$ cat src/rtl/bcd_cnt_pkg.sv
// Shared constants and helpers for the BCD modulus counter and its segment decoders.
// Digit saturation and BCD-to-binary accumulation live here so every user agrees on them.
package bcd_cnt_pkg;

  localparam int         BCD_W   = 4;
  localparam logic [3:0] BCD_MAX = 4'd9;

  // Active-high segment patterns, bit order {g,f,e,d,c,b,a}
  localparam logic [6:0] SEG_0     = 7'h3F;
  localparam logic [6:0] SEG_1     = 7'h06;
  localparam logic [6:0] SEG_2     = 7'h5B;
  localparam logic [6:0] SEG_3     = 7'h4F;
  localparam logic [6:0] SEG_4     = 7'h66;
  localparam logic [6:0] SEG_5     = 7'h6D;
  localparam logic [6:0] SEG_6     = 7'h7D;
  localparam logic [6:0] SEG_7     = 7'h07;
  localparam logic [6:0] SEG_8     = 7'h7F;
  localparam logic [6:0] SEG_9     = 7'h6F;
  localparam logic [6:0] SEG_BLANK = 7'h00;

  function automatic logic [BCD_W-1:0] bcd_sat(input logic [BCD_W-1:0] i_digit);
    return (i_digit > BCD_MAX) ? BCD_MAX : i_digit;
  endfunction

  // One Horner step: fold the next (less significant) digit into a running binary value.
  function automatic logic [31:0] bcd_to_bin(input logic [31:0] i_acc,
                                             input logic [BCD_W-1:0] i_digit);
    return (i_acc * 32'd10) + {28'd0, i_digit};
  endfunction

endpackage

$ cat src/rtl/bcd_seg7_dec.sv
// Single-digit BCD to seven-segment decoder, active-high {g,f,e,d,c,b,a}.
// Codes 10..15 decode to blank; the counter never produces them.
module bcd_seg7_dec
  import bcd_cnt_pkg::*;
(
  input  logic [BCD_W-1:0] i_digit,
  output logic [6:0]       o_seg
);

  always_comb begin
    o_seg = SEG_BLANK;
    case (i_digit)
      4'd0:    o_seg = SEG_0;
      4'd1:    o_seg = SEG_1;
      4'd2:    o_seg = SEG_2;
      4'd3:    o_seg = SEG_3;
      4'd4:    o_seg = SEG_4;
      4'd5:    o_seg = SEG_5;
      4'd6:    o_seg = SEG_6;
      4'd7:    o_seg = SEG_7;
      4'd8:    o_seg = SEG_8;
      4'd9:    o_seg = SEG_9;
      default: o_seg = SEG_BLANK;
    endcase
  end

endmodule

$ cat src/rtl/bcd_modn_counter.sv
// N-digit BCD up/down counter with run-time terminal value, prescaler, synchronous load,
// one-cycle step/wrap strobes, registered binary mirror and per-digit seven-segment outputs.
module bcd_modn_counter
  import bcd_cnt_pkg::*;
#(
  parameter int DIGITS    = 3,
  parameter int DIV_WIDTH = 25,
  parameter int DIV_COEFF = 4,
  parameter int BIN_WIDTH = 12
) (
  input  logic                    sys_clk,
  input  logic                    sys_rst_n,
  input  logic                    cnt_en,
  input  logic                    cnt_dir,
  input  logic [BCD_W*DIGITS-1:0] cnt_term,
  input  logic                    load,
  input  logic [BCD_W*DIGITS-1:0] load_val,
  output logic [BCD_W*DIGITS-1:0] bcd_out,
  output logic [BIN_WIDTH-1:0]    num_bin,
  output logic                    cnt_clk,
  output logic                    tc,
  output logic [7*DIGITS-1:0]     seg
);

  localparam int                   VW       = BCD_W * DIGITS;
  localparam logic [DIV_WIDTH-1:0] DIV_LAST = DIV_WIDTH'(DIV_COEFF - 1);

  logic [VW-1:0]        r_bcd;
  logic [BIN_WIDTH-1:0] r_bin;
  logic [DIV_WIDTH-1:0] r_div_cnt;
  logic                 r_cnt_clk;
  logic                 r_tc;

  logic [VW-1:0]        w_term;
  logic [VW-1:0]        w_load_val;
  logic [VW-1:0]        w_inc;
  logic [VW-1:0]        w_dec;
  logic [DIGITS-1:0]    w_carry;
  logic [DIGITS-1:0]    w_borrow;
  logic                 w_step;
  logic                 w_wrap_up;
  logic                 w_wrap_dn;
  logic                 w_wrap;
  logic                 w_update;
  logic [VW-1:0]        w_next;
  logic [31:0]          w_bin_acc;
  logic [BIN_WIDTH-1:0] w_next_bin;

  assign w_carry[0]  = 1'b1;
  assign w_borrow[0] = 1'b1;

  // Per-digit sanitising, carry/borrow ripple and display decode
  for (genvar gi = 0; gi < DIGITS; gi++) begin : g_digit
    logic [BCD_W-1:0] w_dig;
    assign w_dig = r_bcd[gi*BCD_W +: BCD_W];

    assign w_term[gi*BCD_W +: BCD_W]     = bcd_sat(cnt_term[gi*BCD_W +: BCD_W]);
    assign w_load_val[gi*BCD_W +: BCD_W] = bcd_sat(load_val[gi*BCD_W +: BCD_W]);

    assign w_inc[gi*BCD_W +: BCD_W] = !w_carry[gi]       ? w_dig :
                                      (w_dig == BCD_MAX) ? 4'd0  : w_dig + 4'd1;
    assign w_dec[gi*BCD_W +: BCD_W] = !w_borrow[gi]      ? w_dig :
                                      (w_dig == 4'd0)    ? BCD_MAX : w_dig - 4'd1;

    if (gi < DIGITS - 1) begin : g_ripple
      assign w_carry[gi+1]  = w_carry[gi]  & (w_dig == BCD_MAX);
      assign w_borrow[gi+1] = w_borrow[gi] & (w_dig == 4'd0);
    end

    bcd_seg7_dec u_seg_dec (
      .i_digit (w_dig),
      .o_seg   (seg[gi*7 +: 7])
    );
  end

  assign w_step = cnt_en & (r_div_cnt == DIV_LAST);

  // With every digit <= 9, packed BCD orders the same way as the numbers it encodes
  assign w_wrap_up = (r_bcd >= w_term);
  assign w_wrap_dn = (r_bcd == '0) | (r_bcd > w_term);
  assign w_wrap    = cnt_dir ? w_wrap_dn : w_wrap_up;
  assign w_update  = load | w_step;

  always_comb begin
    w_next = r_bcd;
    if (load) begin
      w_next = w_load_val;
    end else if (w_step) begin
      if (!cnt_dir) w_next = w_wrap_up ? '0 : w_inc;
      else          w_next = w_wrap_dn ? w_term : w_dec;
    end
  end

  always_comb begin
    w_bin_acc = '0;
    for (int i = DIGITS - 1; i >= 0; i--) begin
      w_bin_acc = bcd_to_bin(w_bin_acc, w_next[i*BCD_W +: BCD_W]);
    end
    w_next_bin = BIN_WIDTH'(w_bin_acc);
  end

  always_ff @(posedge sys_clk or negedge sys_rst_n) begin
    if (!sys_rst_n) begin
      r_bcd     <= '0;
      r_bin     <= '0;
      r_div_cnt <= '0;
      r_cnt_clk <= 1'b0;
      r_tc      <= 1'b0;
    end else begin
      if (w_update) begin
        r_bcd <= w_next;
        r_bin <= w_next_bin;
      end
      if (load) begin
        r_div_cnt <= '0;
        r_cnt_clk <= 1'b0;
        r_tc      <= 1'b0;
      end else begin
        r_cnt_clk <= w_step;
        r_tc      <= w_step & w_wrap;
        if (cnt_en) r_div_cnt <= w_step ? '0 : r_div_cnt + DIV_WIDTH'(1);
      end
    end
  end

  assign bcd_out = r_bcd;
  assign num_bin = r_bin;
  assign cnt_clk = r_cnt_clk;
  assign tc      = r_tc;

endmodule

$ cat config.mk
export PLATFORM = sky130hd
export DESIGN_NAME = bcd_modn_counter
export DESIGN_NICKNAME = d
export VERILOG_FILES = /design/src/rtl/bcd_cnt_pkg.sv /design/src/rtl/bcd_seg7_dec.sv /design/src/rtl/bcd_modn_counter.sv
export SDC_FILE = /design/constraint.sdc
export NUM_CORES = 1
export LEC_CHECK = 0
export ABC_AREA = 1
export BUFFER_PORTS_ARGS = -buffer_cell sky130_fd_sc_hd__buf_4
export CORE_AREA = 2 2 100 102
export DETAILED_ROUTE_END_ITERATION = 7
export DIE_AREA = 0 0 102 104
export PLACE_DENSITY = 0.76
export SLEW_MARGIN = 15
export SYNTH_ARGS = -nofsm -noshare
export SYNTH_HDL_FRONTEND = slang
export SYNTH_SLANG_ARGS = --single-unit
$ cat constraint.sdc
create_clock -name sys_clk -period 11.2 [get_ports sys_clk]
set_clock_uncertainty 0.2 [all_clocks]
set_input_delay 0.56 -clock sys_clk [delete_from_list [all_inputs] [get_ports sys_clk]]
set_output_delay 0.56 -clock sys_clk [all_outputs]
set_load 0.02 [all_outputs]
==> summary.md, run 1 <==
| Metric | Value |
|---|---|
| Top-count cell post-synth | nand2_1 |
| Min cycle time layout | 6.32 ns |
| Synthesized cell area | 0.00515 mm² |
| Syn nets | 812 |
| Crit path buffers/inverters | 5 |
| Leakage | 3.00 nW |
| Post-DR wirelength/cell | 14.4 µm |
| Fraction of layout cells with a size suffix above 1 | 0.162 |
| Postcts setup bufs | 0 |
| Slew Limit Fails | 0 |
| Gr usage total | 0.254 |
| Synth Area in Adders | 0.164 |
| Routed wire length | 13.3 mm |
| Global-route wire length before repair | 22.3 mm |
| Initial DRT Pass Iterations | 6 |
| Peak VDD IR | 0.0000781 V |
| Die area | 0.0106 mm² |
| Design Power | 0.784 mW |
| Number of synthesized flops with an enable pin | 0 |
| Synth top area share | 0.243 |
| Max-cap violation count | 0 |
| # resized after CTS | 0 |
| CTS root buffer | clkbuf_8 |
| Least-Margin Pin Slew | 0.628 ns |
| Footprint of the multi-input gates | 0.00340 mm² |
| Final hold violations | 0 |
| Final Util | 0.617 |
| Initial core utilization | 0.539 |
| R2r setup slk | 4.88 ns |
| N_diodes | 0 |
| Worst setup EP type | register |
| Port Buffers | 75 |
| Critical path class | reg2reg |
| R2R depth | 30 |
| Slew headroom | 0.581 |
| Synth cell types | 55 |
| Clk pin slew, worst setup/hold paths | 0.10 ns |
| Critical path peak fanout | 16 |
| GP Congestion | 0.902 |
| CP max stage delay | 0.59 ns |
| Fin area | 0.00589 mm² |
| Xor/xnor share of the synthesized area | 0.0270 |
| Endpoints failing setup | 0 |
| Critical R2R Launch | bcd_out[0]$_DFFE_PN0P_ |
| Post-Synthesis Cells | 718 |
| Highest Clock Rate | 158 MHz |
| Run status | complete, no violations |
| Post-Synth Simple-Gate Area | 0.300 |
| Via count | 5153 |
| Slowest CP cell | dfrtp_1 |
| Critical Path RT | 11.22 ns |
| DIE HEIGHT | 104 µm |
| Fraction of registers with async set/reset | 1.00 |
| TNS Setup | 0 ns |
| RSZ-0062 raised after global routing | no |
| Initial antenna violation count | 0 |
| Fin cells | 919 |
| Delay-heaviest family, CP | adder cells |
| Combinational family with the most area after synthesis | simple AND/OR/NAND/NOR gates |
| Vias per cell | 5.61 |
| Worst r2r dst | num_bin[11]$_DFFE_PN0P_ |
| Cell mode on critical path | nand2_1 |
| DP Area | 0.00580 mm² |
| GRT Residual Overflow | 0 |
| # rows | 36 |
| Startpoint Class | register |
| Mux contribution to synthesized area | 0 |
| CTS buffer count | 5 |
| Hold buffers post-CTS | 0 |
| Most frequent cells after synthesis | nand2_1, inv_1, ha_1, nor2_1, o21ai_0 |
| Largest area contributor in the netlist | dfrtp_1 |
| Sequential share of the synthesized area | 0.243 |
| Ys Warns | 0 |
| # DRC | 0 |
| CTS tree | done |
| Period Utilization, post-route | 0.564 |
| Vias in the first global route | 4884 |
| Synth Area in Compound Gates | 0.169 |
| Main area contributors after synthesis | dfrtp_1, ha_1, nand2_1 |
| Routed Antenna Nets | 0 |
| Die span in x | 102 µm |
| Placed Cells | 911 |
| Syn avg cell area | 7.17 µm² |
| Register bit count reported by yosys | 50 |
| Longest Clk Path Bufs | 2 |
| Initial detailed-routing violation count | 345 |
| CTS Sinks | 50 |
| Core area | 0.00955 mm² |
| Layout Nets | 879 |
| Htree depth | 2 |
| Largest net degree at the start of global routing | 51 |
| Cell Pwr Density | 133 mW/mm² |
| Hold crit path type | in2async |
| CP arrival | 6.34 ns |
| Register area | 0.00125 mm² |
| Ys flop type | dfrtp_1 |
| Layout area overhead | 14.5% |
| Io pins | 76 |
| Post-DP HPWL | 10.5 mm |
| Clk_lat worst skew | 0.31 ns |
| Fill count | 897 |
area by class of cell:
type / count / area share
flip-flops and latches: 50 / 0.212
inverters: 104 / 0.0684
clock buffers: 6 / 0.0140
well taps: 133 / 0.0282
multi-input cells: 547 / 0.576
clock inverters: 2 / 0.00276
repair buffers: 77 / 0.0981
metrics by stage:
step	hold slack (ns)	setup WS (ns)
after floorplan	0.0644	5.31
after global placement	0.265	4.86
after detailed placement	0.271	4.68
after CTS	0.0880	4.88
after global routing	0.0984	4.30
final	0.0616	4.88
cells by family (layout without fill, tap and decap cells):
logic type               count (synthesis)  after routing
flip-flops                              50             50
buffers and inverters                  121            189
adder cells (fa/ha/maj)                 65             65
AO/OA/AOI/OAI                          145            145
AND/OR/NAND/NOR                        322            322
XOR/XNOR                                15             15
power by group:
part / internal, mW / leakage [nW] / switching [mW]
Combinational: 0.175 / 2.30 / 0.268
Clock: 0.0510 / 0.0478 / 0.0637
Sequential: 0.202 / 0.656 / 0.0248
Total: 0.428 / 3.00 / 0.356
how the worst max path moves through the flow:
| stage | cells past startpoint | end | slack (ns) | from |
|---|---|---|---|---|
| 6_report | 30 | num_bin[11]$_DFFE_PN0P_ | 4.88 | bcd_out[0]$_DFFE_PN0P_ |
| 5_1_grt | 30 | num_bin[11]$_DFFE_PN0P_ | 4.30 | bcd_out[0]$_DFFE_PN0P_ |
| 4_1_cts | 30 | num_bin[11]$_DFFE_PN0P_ | 4.88 | bcd_out[0]$_DFFE_PN0P_ |
| 3_5_place_dp | 34 | num_bin[11]$_DFFE_PN0P_ | 4.68 | cnt_term[10] |
| 3_3_place_gp | 34 | num_bin[11]$_DFFE_PN0P_ | 4.86 | cnt_term[10] |
| 2_1_floorplan | 36 | num_bin[11]$_DFFE_PN0P_ | 5.31 | cnt_term[10] |
cells in the final DEF (no fill, tap or decap), types with 4 or more instances in the layout:
master and count:
nand4_1 15, a21oi_1 39, o211ai_1 12, nor2_2 6, clkbuf_8 6, nand2_2 7
xnor2_1 6, nor4_1 7, o21a_1 4, nor3_1 20, a311oi_1 4, dfrtp_1 50
buf_4 77, a31oi_1 5, nand2_1 155, ha_1 61, xor2_1 8, nor2_1 57
inv_2 8, inv_1 93, fa_1 4, o21ai_0 54, o221ai_1 6, nand3_1 36
sequential cells by signal, indices dropped and copies added (netlist names):
signal and count:
r_div_cnt 25, bcd_out 12, num_bin 11, cnt_clk 1, tc 1
metal layers:
metal | vias up | track usage | wire, µm
met2 | 152 | 0.407 | 6250
li1 | 2553 | - | -
met4 | 0 | 0.0657 | 202
met5 | - | 0 | 0
met3 | 23 | 0.0363 | 703
met1 | 2425 | 0.358 | 6100
Note: power is estimated with default switching activity, not from simulation.
==> run 2: changes to the inputs <==
--- a/config.mk
+++ b/config.mk
@@ -5,11 +5,11 @@
 export SDC_FILE = /design/constraint.sdc
 export NUM_CORES = 1
 export LEC_CHECK = 0
-export ABC_AREA = 1
+export ABC_AREA = 0
 export BUFFER_PORTS_ARGS = -buffer_cell sky130_fd_sc_hd__buf_4
-export CORE_AREA = 2 2 100 102
+export CORE_AREA = 2 2 101 103
 export DETAILED_ROUTE_END_ITERATION = 7
-export DIE_AREA = 0 0 102 104
+export DIE_AREA = 0 0 103 105
 export PLACE_DENSITY = 0.76
 export SLEW_MARGIN = 15
 export SYNTH_ARGS = -nofsm -noshare
==> constraint.sdc (replaced) <==
create_clock -name sys_clk -period 5.4 [get_ports sys_clk]
set_clock_uncertainty 0.2 [all_clocks]
set_input_delay 0.27 -clock sys_clk [delete_from_list [all_inputs] [get_ports sys_clk]]
set_output_delay 0.27 -clock sys_clk [all_outputs]
set_load 0.02 [all_outputs]
==> run 2 against run 1 <==
Compared with the run above: the run now ends with negative setup slack left; largest cell class unchanged; clock-buffer cell count fell by 1; total power rose to 3.5 times the previous value; sequential share of layout area fell by 4.3 points; die area rose by 2.0%; utilization rose by 16 points; hold slack got worse by 0.014 ns; routed wire length rose by 23%; clock power rose by 110%; highest routed layer unchanged; non-clock buffer count rose by 145; design area rose by 27%; first-iteration DRC count fell by 18%; cell count rose by 2.5%.
==> summary.md, run 2 <==
| Metric | Value |
|---|---|
| # rows | 36 (unchanged) |
| Final hold violations | 0 (unchanged) |
| Leakage | 3.38 nW (+13%) |
| Initial DRT Pass Iterations | 5 (-1) |
| Fill count | 689 (-23%) |
| Gr usage total | 0.281 (+0.0275) |
| Initial core utilization | 0.517 (-0.0217) |
| Fin cells | 942 (+2.5%) |
| Layout area overhead | 49.8% |
| Top-count cell post-synth | nor2_1 |
| CTS root buffer | clkbuf_8 |
| Delay-heaviest family, CP | compound AO/OA/AOI/OAI gates |
| Post-DP HPWL | 11.8 mm (+12%) |
| GP Congestion | 0.971 (+7.6%) |
| Ys Warns | 0 (unchanged) |
| CP max stage delay | 0.57 ns (-0.02 ns) |
| Max FFs per register | 25 (unchanged) |
| Critical path class | reg2reg |
| Sequential share of the synthesized area | 0.251 (+0.00781) |
| Synthesized cell area | 0.00499 mm² (-3.1%) |
| Synth cell types | 69 (+25%) |
| M1 WL | 6.36 mm (+4.1%) |
| Post-DR wirelength/cell | 17.3 µm (+20%) |
| N_diodes | 0 (unchanged) |
| Io pins | 76 (unchanged) |
| Global-route wire length before repair | 24.5 mm (+10%) |
| Cell mode on critical path | ha_4 |
| Highest Clock Rate | 159 MHz (+0.29%) |
| Critical Path RT | 5.45 ns (-5.77 ns) |
| Clk_lat worst skew | 0.32 ns (about the same) |
| DIE HEIGHT | 105 µm (+0.96%) |
| R2r setup slk | -0.90 ns (-5.78 ns) |
| Endpoints failing setup | 6 (+6) |
| Die area | 0.0108 mm² (+2.0%) |
| Initial detailed-routing violation count | 283 (-18%) |
| Vias per cell | 5.82 (+3.7%) |
| Post-Synthesis Cells | 604 (-16%) |
| Longest Clk Path Bufs | 2 (unchanged) |
| CTS Sinks | 50 (unchanged) |
| Worst hold path startpoint | load_val[3] |
| Most frequent cells in the layout | buf_4, nor2_1, nand2_1, o21ai_0, dfrtp_1 |
| Number of synthesized flops with an enable pin | 0 (unchanged) |
| Routed wire length | 16.3 mm (+23%) |
| Clk pin slew, worst setup/hold paths | 0.11 ns (about the same) |
| Fraction of registers with async set/reset | 1.00 (unchanged) |
| Biggest register | r_div_cnt |
| Dpl ws | -1.01 ns (-5.69 ns) |
| Critical R2R Launch | bcd_out[5]$_DFFE_PN0P_ |
| WHS | 0.0480 ns (-0.0136 ns) |
| Most frequent cells after synthesis | nor2_1, ha_1, dfrtp_1, nand2_1, o21ai_0 |
| Critical path peak fanout | 4 (-12) |
| R2R depth | 26 (-13%) |
| Worst Hold Path EP | bcd_out[3]$_DFFE_PN0P_ |
| Placed Cells | 918 (+0.77%) |
| CTS tree | done |
| Slew headroom | 0.480 (-0.102) |
| Commonest non-fill, non-tap cell in the layout | buf_4 |
| Vias in the first global route | 5418 (+11%) |
| CTS buffer count | 5 (unchanged) |
| Core area | 0.00964 mm² (+0.94%) |
| Htree depth | 2 (unchanged) |
| Max-cap violation count | 0 (unchanged) |
| Least-Margin Pin Slew | 0.778 ns (+0.150 ns) |
| Routed Antenna Nets | 0 (unchanged) |
| Port Buffers | 75 (unchanged) |
| Syn avg cell area | 8.26 µm² (+15%) |
| Main area contributors after synthesis | dfrtp_1, ha_1, nor2_1 |
| Period Utilization, post-route | 1.17 (+0.603) |
| Worst r2r dst | num_bin[11]$_DFFE_PN0P_ |
| Run status | finished with violations |
| RSZ-0062 raised after global routing | yes |
| Peak VDD IR | 0.000535 V (+590%) |
| Initial antenna violation count | 0 (unchanged) |
| Design Power | 2.74 mW (+250%) |
| Met3 wire length | 760 µm (+8.1%) |
| Ys flop type | dfrtp_1 |
| Die span in x | 103 µm (+0.98%) |
| Fraction of layout cells with a size suffix above 1 | 0.402 (+0.240) |
| Min cycle time layout | 6.30 ns (-0.0180 ns) |
| Largest area contributor in the netlist | dfrtp_1 |
| Startpoint Class | register |
| Worst Hold Depth | 2 |
| Cell Pwr Density | 367 mW/mm² (+180%) |
| Hold crit path type | in2reg |
| # DRC | 0 (unchanged) |
| Final worst slack | -0.902 ns (-5.78 ns) |
| Largest net degree at the start of global routing | 51 (unchanged) |
| CP arrival | 6.36 ns (+0.02 ns) |
| Top sig layer | met4 |
| Critical path depth in cells | 26 (-13%) |
| Final Util | 0.775 (+0.158) |
| GRT Residual Overflow | 0 (unchanged) |
| Syn nets | 698 (-14%) |
| Routed wl met2 | 8.50 mm (+36%) |
| Layout Nets | 902 (+2.6%) |
| Slowest CP cell | fa_2 |
| Crit path buffers/inverters | 0 (-5) |
| Failing checks | negative setup slack |
| Slew Limit Fails | 0 (unchanged) |
| Register bit count reported by yosys | 50 (unchanged) |
| Worst setup EP type | register |
| Via count | 5480 (+6.3%) |
| Synth top area share | 0.251 (+0.00781) |
[run 2: cell types whose count changed in the layout (fill, tap and decap cells not counted), moves of 18 or more]
| cell | before | now |
|---|---|---|
| nand3_1 | 36 | 18 |
| buf_4 | 77 | 212 |
| inv_1 | 93 | 21 |
| ha_4 | 0 | 20 |
| nand2_1 | 155 | 46 |
| ha_1 | 61 | 39 |
[run 2: worst max path at each step]
| stage | slack (ns) | startpoint | endpoint |
|---|---|---|---|
| 2_1_floorplan | -0.60 | bcd_out[9]$_DFFE_PN0P_ | num_bin[11]$_DFFE_PN0P_ |
| 3_3_place_gp | -0.78 | cnt_term[3] | num_bin[11]$_DFFE_PN0P_ |
| 3_5_place_dp | -1.01 | cnt_term[3] | num_bin[11]$_DFFE_PN0P_ |
| 4_1_cts | -0.67 | bcd_out[5]$_DFFE_PN0P_ | num_bin[11]$_DFFE_PN0P_ |
| 5_1_grt | -1.08 | bcd_out[5]$_DFFE_PN0P_ | num_bin[11]$_DFFE_PN0P_ |
| 6_report | -0.90 | bcd_out[5]$_DFFE_PN0P_ | num_bin[11]$_DFFE_PN0P_ |
[run 2: final cells by class]
class / instances / area (µm²) / share of cell area
inverter: 27 / 104 / 0.0139
tap: 133 / 166 / 0.0223
timing repair buffer: 222 / 1700 / 0.228
clock inverter: 3 / 28.8 / 0.00385
clock buffer: 5 / 68.8 / 0.00921
sequential: 50 / 1260 / 0.169
multi-input combinational: 502 / 4140 / 0.554
[run 2: power breakdown]
group          internal [mW]  total [mW]  switching, mW
Clock                 0.0965       0.244          0.148
Sequential             0.421       0.454         0.0328
Combinational           1.06        2.05          0.984
Total                   1.58        2.74           1.16
[run 2: cells by family (layout without fill, tap and decap cells)]
family	after synthesis	count (layout)	synth area share
compound gates	169	169	0.226
xor+xnor	41	41	0.0720
fa+ha+maj	65	65	0.169
buf+inv	52	257	0.0452
flops	50	50	0.251
mux	9	9	0.0186
simple gates	218	218	0.218
[run 2: stage by stage]
step | instance area (µm²) | setup TNS, ns
floorplan | 5300 | -1.54
global placement | 6890 | -2.83
detailed placement | 6890 | -4.01
CTS | 7220 | -2.16
global route | 7470 | -4.19
finish | 7470 | -3.22
[run 2: what timing repair did]
action / in CTS / in global routing
buffers inserted: 8 / 8
setup endpoints to repair: 6 / 7
resized for setup: 25 / 40
pin swaps: 12 / 29
hold endpoints to repair: 52 / 0
hold buffers: 2 / 0
[run 2: layer usage]
metal,global-route usage,vias to the layer above
met2,0.502,173
met5,0,-
met1,0.338,2643
li1,-,2613
met3,0.0321,51
met4,0.111,0
